## src/rtl/exe_stage.sv

```systemverilog
// ARM execute stage: operand forwarding, Val2 generation, ALU with NZCV flags,
// branch target computation and the EX/MEM pipeline register.
module exe_stage (
  input  logic        clk,
  input  logic        rst,
  input  logic        Freeze,
  input  logic        MEM_R_EN_in,
  input  logic        MEM_W_EN_in,
  input  logic        WB_EN_in,
  input  logic        Imm_in,
  input  logic        B_in,
  input  logic        S_in,
  input  logic [3:0]  EX_CMD_in,
  input  logic [3:0]  Dest_in,
  input  logic [11:0] shifter_operand_in,
  input  logic [23:0] signed_immediate_in,
  input  logic [31:0] PC_in,
  input  logic [31:0] Val_Rn_in,
  input  logic [31:0] Val_Rm_in,
  input  logic [1:0]  Sel_src1,
  input  logic [1:0]  Sel_src2,
  input  logic [31:0] MEM_ALU_Res,
  input  logic [31:0] WB_Value,
  output logic        Branch_Taken,
  output logic [31:0] Branch_Address,
  output logic [3:0]  Status_Register,
  output logic        MEM_R_EN_out,
  output logic        MEM_W_EN_out,
  output logic        WB_EN_out,
  output logic [31:0] ALU_Res_out,
  output logic [31:0] Val_Rm_out,
  output logic [3:0]  Dest_out
);

  typedef enum logic [3:0] {
    CMD_MOV = 4'b0001,
    CMD_ADD = 4'b0010,
    CMD_ADC = 4'b0011,
    CMD_SUB = 4'b0100,
    CMD_SBC = 4'b0101,
    CMD_AND = 4'b0110,
    CMD_ORR = 4'b0111,
    CMD_EOR = 4'b1000,
    CMD_MVN = 4'b1001
  } alu_cmd_t;

  logic [31:0] op1, rm_fwd, val2, imm32, res;
  logic [63:0] imm_rot, rm_rot;
  logic [4:0]  rot_amt, sh_amt;
  logic [32:0] sum;
  logic        cin, flag_c, flag_v, cmd_valid;
  logic [3:0]  nzcv;

  always_comb begin
    unique case (Sel_src1)
      2'b01:   op1 = MEM_ALU_Res;
      2'b10:   op1 = WB_Value;
      default: op1 = Val_Rn_in;
    endcase
    unique case (Sel_src2)
      2'b01:   rm_fwd = MEM_ALU_Res;
      2'b10:   rm_fwd = WB_Value;
      default: rm_fwd = Val_Rm_in;
    endcase
  end

  // Rotations are taken from the low word of a doubled value shifted right.
  always_comb begin
    imm32   = {24'b0, shifter_operand_in[7:0]};
    rot_amt = {shifter_operand_in[11:8], 1'b0};
    imm_rot = {imm32, imm32} >> rot_amt;
    sh_amt  = shifter_operand_in[11:7];
    rm_rot  = {rm_fwd, rm_fwd} >> sh_amt;
    if (Imm_in) begin
      val2 = imm_rot[31:0];
    end else if (MEM_R_EN_in || MEM_W_EN_in) begin
      val2 = {20'b0, shifter_operand_in};
    end else begin
      unique case (shifter_operand_in[6:5])
        2'b00:   val2 = rm_fwd << sh_amt;
        2'b01:   val2 = rm_fwd >> sh_amt;
        2'b10:   val2 = $signed(rm_fwd) >>> sh_amt;
        default: val2 = rm_rot[31:0];
      endcase
    end
  end

  always_comb begin
    cin       = Status_Register[1];
    sum       = '0;
    res       = '0;
    flag_c    = Status_Register[1];
    flag_v    = Status_Register[0];
    cmd_valid = 1'b1;
    case (EX_CMD_in)
      CMD_MOV: res = val2;
      CMD_MVN: res = ~val2;
      CMD_AND: res = op1 & val2;
      CMD_ORR: res = op1 | val2;
      CMD_EOR: res = op1 ^ val2;
      CMD_ADD, CMD_ADC: begin
        sum    = {1'b0, op1} + {1'b0, val2} + {32'b0, (EX_CMD_in == CMD_ADC) && cin};
        res    = sum[31:0];
        flag_c = sum[32];
        flag_v = (op1[31] == val2[31]) && (res[31] != op1[31]);
      end
      CMD_SUB, CMD_SBC: begin
        // Carry out of op1 + ~val2 + 1 (or + Cin for SBC) is the ARM not-borrow.
        sum    = {1'b0, op1} + {1'b0, ~val2} + {32'b0, (EX_CMD_in == CMD_SUB) || cin};
        res    = sum[31:0];
        flag_c = sum[32];
        flag_v = (op1[31] != val2[31]) && (res[31] != op1[31]);
      end
      default: cmd_valid = 1'b0;
    endcase
    nzcv = {res[31], res == '0, flag_c, flag_v};
  end

  assign Branch_Taken   = B_in;
  assign Branch_Address = PC_in + {{6{signed_immediate_in[23]}}, signed_immediate_in, 2'b00};

  always_ff @(posedge clk or negedge rst) begin
    if (!rst) begin
      Status_Register <= '0;
      MEM_R_EN_out    <= 1'b0;
      MEM_W_EN_out    <= 1'b0;
      WB_EN_out       <= 1'b0;
      ALU_Res_out     <= '0;
      Val_Rm_out      <= '0;
      Dest_out        <= '0;
    end else if (!Freeze) begin
      if (S_in && cmd_valid) Status_Register <= nzcv;
      MEM_R_EN_out <= MEM_R_EN_in;
      MEM_W_EN_out <= MEM_W_EN_in;
      WB_EN_out    <= WB_EN_in;
      ALU_Res_out  <= res;
      Val_Rm_out   <= rm_fwd;
      Dest_out     <= Dest_in;
    end
  end

endmodule

```

## config.mk

```make
export PLATFORM = sky130hd
export DESIGN_NAME = exe_stage
export DESIGN_NICKNAME = d
export VERILOG_FILES = /design/src/rtl/exe_stage.sv
export SDC_FILE = /design/constraint.sdc
export NUM_CORES = 1
export LEC_CHECK = 0
export CORE_UTILIZATION = 23
export DETAILED_ROUTE_END_ITERATION = 12
export PLACE_DENSITY = 0.44
export SETUP_SLACK_MARGIN = 0.5
export SLEW_MARGIN = 20
export SYNTH_ARGS = -nofsm -noshare
export SYNTH_HDL_FRONTEND = slang
export SYNTH_SLANG_ARGS = --single-unit
```

## constraint.sdc

```tcl
create_clock -name clk -period 5.46 [get_ports clk]
set_clock_uncertainty 0.2 [all_clocks]
set_input_delay 0.819 -clock clk [delete_from_list [all_inputs] [get_ports clk]]
set_output_delay 0.819 -clock clk [all_outputs]
set_load 0.01 [all_outputs]
```

==> flow_summary.ini, run 1 <==
[place]
place_hpwl_mm = 114.9
gp_congestion = 1.044
io_buffers = 318
place_inst = 4556

[die]
rows = 101
start_util_pct = 23.29
die_h_um = 279.6
die_w_um = 279.6
dieArea_um2 = 78160
io_pins = 325
core_um2 = 76080

[finish]
final_cell_mix = buf_4 (1,016), clkdlybuf4s50_1 (281), nand2_1 (220), nor2_1 (190), o21ai_0 (146)
final_common_cell = buf_4
layout.nets = 4049
syn_to_final_growth_pct = 90.00
post-route-util_pct = 44.26
drive_gt1_share_pct = 44.41
fin_cells = 4733

[global_route]
grt-ovfl-total = 0
grt_use_met3_pct = 4.329
grt_max_degree = 90
antenna_found_initial = 4
grt_pass1_wl_mm = 195.5
top_usage_layer = met2
grt_use_met2_pct = 58.55
first_global_vias = 26520
grt_util_met1_pct = 42.40
grtUsageTotal_pct = 34.77

[sta]
final_hold_viol_count = 0
finalSetupViolations = 31
final_max_slew_viol_count = 0
period_needed_ps = 7271
holdWs_ps = 129.7
rsz0062_at_grt = yes
fin_crit_sh_pct = 133.2
fin_ws_ps = -1811
fmax_ghz = 0.1375
worstMarginPinSlew_ps = 1158
slew_headroom_pct = 22.69

[outcome]
status = finished with violations
failed_checks = setup timing

[synth]
ys_warn_count = 0
synth-seq-cells = 75
syn_avg_cell_area_um2 = 7.316
synthFlopType = dfrtp_1
syn_inst = 2422
synth_nets = 2776
yosysSeqAreaShare_pct = 10.59
syn_area_um2 = 17720
synth_cell_types = 95
async_flop_share_pct = 100.0
synth-edff-count = 0

[cts]
numCtsBuffers = 9
clk_pin_slew_worst_paths_ps = 80
ctsHoldBuffers = 0
tritoncts = yes
worstSkewPairLatency_ps = 390
clk_path_buf_depth = 2
cts-root-buf = clkbuf_16
clock_sinks = 75
h-tree-depth = 3

[worst_setup_path]
cp-startpoint = Sel_src2[0]
crit_top_cell = buf_6
cp_data_arrival_time_ps = 7410
path_max_fanout = 7
crit_path_start_kind = input port
critPathRequiredTime_ps = 5600
critPathSlowestCell = mux4_2
reg2reg_depth = 19
reg2reg_slack_ps = 580
critPathKind = in -> reg
timing.rr.end = Status_Register[2]
max_stage_delay_ps = 600
end_kind = flop
worstReg2RegStart = Status_Register[1]

[detailed_routing]
vias_per_cell = 5.599
final_antenna_net_count = 0
dr_total_vias = 26500
drc_errors = 0
wl_mm = 139.3
dr.pass1.iters = 6
first_iter_violations = 2572
routedWlPerCell_um = 29.43

[pwr]
p_leak_uw = 0.01464
max-vdd-ir-drop_uv = 130.9
p_per_area_nw_per_um2 = 199.1
total_power_uw = 6702

[run]
maxCapViolCount = 0

[hold_path]
min_path_type = in -> async
flip-flops by register name, indices dropped and copies added (netlist names):
register / cells
MEM_W_EN_out: 1
Val_Rm_out: 32
MEM_R_EN_out: 1
Dest_out: 4
WB_EN_out: 1
ALU_Res_out: 32
Status_Register: 4
cell families after synthesis:
group           synth area share (%)
flops                          10.59
compound gates                 36.31
simple gates                   19.49
buf+inv                        7.548
fa+ha+maj                      9.886
mux                            13.12
xor+xnor                       3.058
worst max-delay path, delay by kind of cell:
kind | cells | cell delay [ps]
compound gates | 6 | 1240
xor+xnor | 1 | 70
fa+ha+maj | 2 | 500
buf+inv | 10 | 1060
mux | 2 | 1140
simple gates | 9 | 2550
metrics by stage:
stage          TNS [ps]  worst slack, ps  area (um^2)
2_1_floorplan     -6539            -1125        18290
3_3_place_gp     -84610            -3465        29460
3_5_place_dp     -84120            -3493        29460
4_1_cts          -25070            -1659        32790
5_1_grt          -33430            -1919        33670
6_report         -29010            -1811        33670
how the worst max path moves through the flow:
stage               slack [ps]  depth (start not counted)                  to
floorplan                -1120                         27  Status_Register[2]
global route             -1920                         30  Status_Register[2]
detailed placement       -3490                         28  Status_Register[2]
finish                   -1810                         30  Status_Register[2]
CTS                      -1660                         33  Status_Register[2]
global placement         -3460                         28  Status_Register[2]
layer usage:
layer / vias up / part of all wire [%]
met3: 325 / 6.5
met4: 2 / 6.9
li1: 11810 / -
met1: 13160 / 40
met2: 1206 / 47
met5: - / 0.0093
cells in the mapped netlist, types with 15 or more instances:
cell      instances  area share (%)
buf_2            22            0.62
inv_1           127             2.7
or3_1            18            0.64
ha_1            132             9.3
nand4_1          28            0.99
a21o_1           42             1.8
a21oi_1         160             4.5
a221oi_1         33             1.6
nand2_1         225             4.8
clkbuf_1        129             2.7
o22ai_1          41             1.4
xnor2_1          51             2.5
a211oi_1         31             1.3
a22oi_1          65             2.8
mux2i_1          68             3.8
dfrtp_1          75              11
o31ai_1          24             1.0
nor2_1          209             4.4
a22o_1           43             2.1
nand3_1          46             1.3
o21bai_1         15            0.64
o21ai_0         204             5.8
a31oi_1          36             1.3
nand2b_1         23            0.81
o221ai_1         25             1.2
buf_1            21            0.44
nor2b_1          32             1.1
mux2_2           26             1.7
o21a_1           32             1.4
nor3_1           59             1.7
o211ai_1         33             1.4
mux4_2           60             7.6
power by group:
group	switching [uW]	internal, uW
Sequential	68.5	646
Clock	356	321
Combinational	2710	2600
Total	3140	3560
cell type report:
| type | instances | area, um^2 |
|---|---|---|
| diodes | 3 | 7.507 |
| multi-input cells | 2023 | 17230 |
| well taps | 1030 | 1289 |
| repair buffers | 1450 | 12430 |
| clock buffers | 9 | 225.2 |
| fillers | 7738 | 42410 |
| clock inverters | 7 | 65.06 |
| flip-flops and latches | 75 | 1877 |
| inverters | 136 | 550.5 |
what timing repair did:
item,in CTS,in global routing
setup endpoints to repair,51,46
resized for setup,471,122
gates cloned,3,1
buffers inserted,125,29
pin swaps,162,116
Power figures use the tool's default switching activity.
==> inputs of run 2 (changes only) <==
--- a/config.mk
+++ b/config.mk
@@ -5,7 +5,9 @@
 export SDC_FILE = /design/constraint.sdc
 export NUM_CORES = 1
 export LEC_CHECK = 0
+export ABC_AREA = 1
 export CORE_UTILIZATION = 23
+export CTS_CLUSTER_DIAMETER = 40
 export DETAILED_ROUTE_END_ITERATION = 12
 export PLACE_DENSITY = 0.44
 export SETUP_SLACK_MARGIN = 0.5
==> flow_summary.ini, run 2 <==
[outcome]
failed_checks = setup timing
status = finished with violations

[sta]
holdWs_ps = 134.0
fmax_ghz = 0.1803
rsz0062_at_grt = yes
worstMarginPinSlew_ps = 1105
finalSetupViolations = 3
fin_ws_ps = -87.69
final_hold_viol_count = 0
final_max_slew_viol_count = 0
period_needed_ps = 5548
fin_crit_sh_pct = 101.6
slew_headroom_pct = 25.85

[worst_setup_path]
crit_family = simple AND/OR/NAND/NOR gates
cp_data_arrival_time_ps = 5670
reg2reg_depth = 22
path_max_fanout = 8
critical_path_buf_inv_count = 11
end_kind = flop
critPathRequiredTime_ps = 5580
crit_path_start_kind = input port
critPathKind = in -> reg
critPathSlowestCell = fa_2
cp-startpoint = Sel_src2[1]
timing.rr.end = Status_Register[2]
reg2reg_slack_ps = 1750
worstReg2RegStart = Status_Register[1]
max_stage_delay_ps = 430

[finish]
syn_to_final_growth_pct = 84.13
fill_cells = 7776
layout.nets = 4344
final_cell_mix = buf_4 (728), nand2_1 (712), nand3_1 (319), clkdlybuf4s50_1 (302), inv_1 (220)
reg_top3 = ALU_Res_out x32, Val_Rm_out x32
final_common_cell = buf_4
n_antenna_cell = 0
drive_gt1_share_pct = 37.92
design_area_um2 = 30530

[cts]
numCtsBuffers = 9
clock_sinks = 75
cts-root-buf = clkbuf_16
tritoncts = yes
worstSkewPairLatency_ps = 380
clk_pin_slew_worst_paths_ps = 80
clk_path_buf_depth = 2
h-tree-depth = 3

[detailed_routing]
first_iter_violations = 2103
dr.pass1.iters = 6
drc_errors = 0
routedWlPerCell_um = 21.66
vias_per_cell = 5.023
wl_mm = 107.1
dr_total_vias = 24840
final_antenna_net_count = 0

[global_route]
grt_pass1_wl_mm = 154.9
grt-ovfl-total = 0
grt_max_degree = 104
grtUsageTotal_pct = 28.11
first_global_vias = 23660
antenna_found_initial = 0

[synth]
ys_warn_count = 0
synth-seq-cells = 75
synthFlopType = dfrtp_1
synth-edff-count = 0
synth_area_leaders = nand2_1 (21%), nand3_1 (15%), dfrtp_1 (11%)
synth_nets = 3354
synth_cell_types = 61
yosysMostFrequentCell = nand2_1
async_flop_share_pct = 100.0
syn_avg_cell_area_um2 = 5.527
synthTopCellsByCount = nand2_1 (912), nand3_1 (481), inv_1 (252)
yosysSeqAreaShare_pct = 11.32
synth_area_leader_cell = nand2_1
syn_area_um2 = 16580
syn_inst = 3000
synth_top_area_share_pct = 20.64

[hold_path]
min_path_type = in -> async

[place]
gp_congestion = 0.9912
placed_area_um2 = 26100
place_hpwl_mm = 89.07
io_buffers = 318

[pwr]
p_per_area_nw_per_um2 = 200.9
p_leak_uw = 0.01444
max-vdd-ir-drop_uv = 195.0

[run]
maxCapViolCount = 0

[die]
io_pins = 325
core_um2 = 71360
dieArea_um2 = 73170
rows = 98
die_h_um = 270.5
start_util_pct = 23.24
die_w_um = 270.5
## run 2: area by class of cell
type / instances / area [um^2] / share of cell area [%]
Clock buffer: 9 / 225.2 / 0.7376
Clock inverter: 7 / 106.4 / 0.3483
Inverter: 275 / 1080 / 3.536
Sequential cell: 75 / 1877 / 6.147
Multi-Input combinational cell: 2494 / 16130 / 52.83
Tap cell: 950 / 1189 / 3.893
Timing Repair inverter: 2 / 17.52 / 0.05737
Timing Repair Buffer: 1133 / 9910 / 32.46
## run 2: worst max-delay path by stage
stage	to	slack (ps)	depth (start not counted)
final	Status_Register[2]	-90	39
after global routing	Status_Register[2]	-330	40
after CTS	Status_Register[2]	-110	41
after detailed placement	Status_Register[2]	-1700	40
after global placement	Status_Register[2]	-1730	40
after floorplan	Status_Register[2]	500	38
## run 2: worst register-to-register path, stage by stage (launching register included)
cell and delay (ps):
dfrtp_1 470, a21o_1 230, fa_2 410, buf_4 150
buf_4 120, nand3_1 80, nand2_2 100, a21boi_2 190
buf_4 140, o21ai_2 60, a221oi_1 260, o21bai_1 110
a21oi_2 180, nand2_1 70, nor2_1 150, buf_4 150
nand2_1 50, nor2_1 110, buf_4 150, nand2_1 60
nor2_1 80, nand2_1 70, nand2_1 50
## run 2: logic make-up (layout without fill, tap and decap cells)
logic type | after synthesis | after routing | share of synthesized area (%)
AND/OR/NAND/NOR | 1743 | 1743 | 45.42
AO/OA/AOI/OAI | 580 | 580 | 20.33
buffers and inverters | 431 | 1426 | 10.56
adder cells (fa/ha/maj) | 137 | 137 | 10.56
flip-flops | 75 | 75 | 11.32
XOR/XNOR | 33 | 33 | 1.743
multiplexers | 1 | 1 | 0.06790
## run 2: power by group
| part | internal, uW | switching (uW) | leakage, uW |
|---|---|---|---|
| clock | 409 | 292 | 0.000163 |
| combinational | 2180 | 2560 | 0.0133 |
| sequential | 640 | 58.7 | 0.000948 |
## run 2: metal layers
layer	track usage [%]	up-vias	wire [um]
li1	-	12030	-
met1	38.09	11840	47920
met2	46.28	834	49580
met3	2.645	132	5566
met4	9.634	0	4028
met5	0	-	0
## run 2: timing repair
| action | in CTS | in global routing |
|---|---|---|
| resized for setup | 528 | 373 |
| endpoints found under the setup margin | 49 | 51 |
| endpoints found under the hold margin | 0 | 0 |
| buffers inserted | 35 | 35 |
| pin swaps | 120 | 119 |
| hold buffers | 0 | 0 |
| cloned | 3 | 3 |
## run 2: metrics by stage
stage	TNS, ps	utilization, %	std cells	setup slack, ps	total power (uW)
after floorplan	0	-	3000	502.8	2353
after global placement	-40590	36.57	4853	-1731	4608
after detailed placement	-40430	36.57	4853	-1703	4586
after CTS	-264.3	40.23	4907	-113.3	5741
after global routing	-1571	42.79	4945	-325.8	6481
final	-142.6	42.79	4945	-87.69	6135
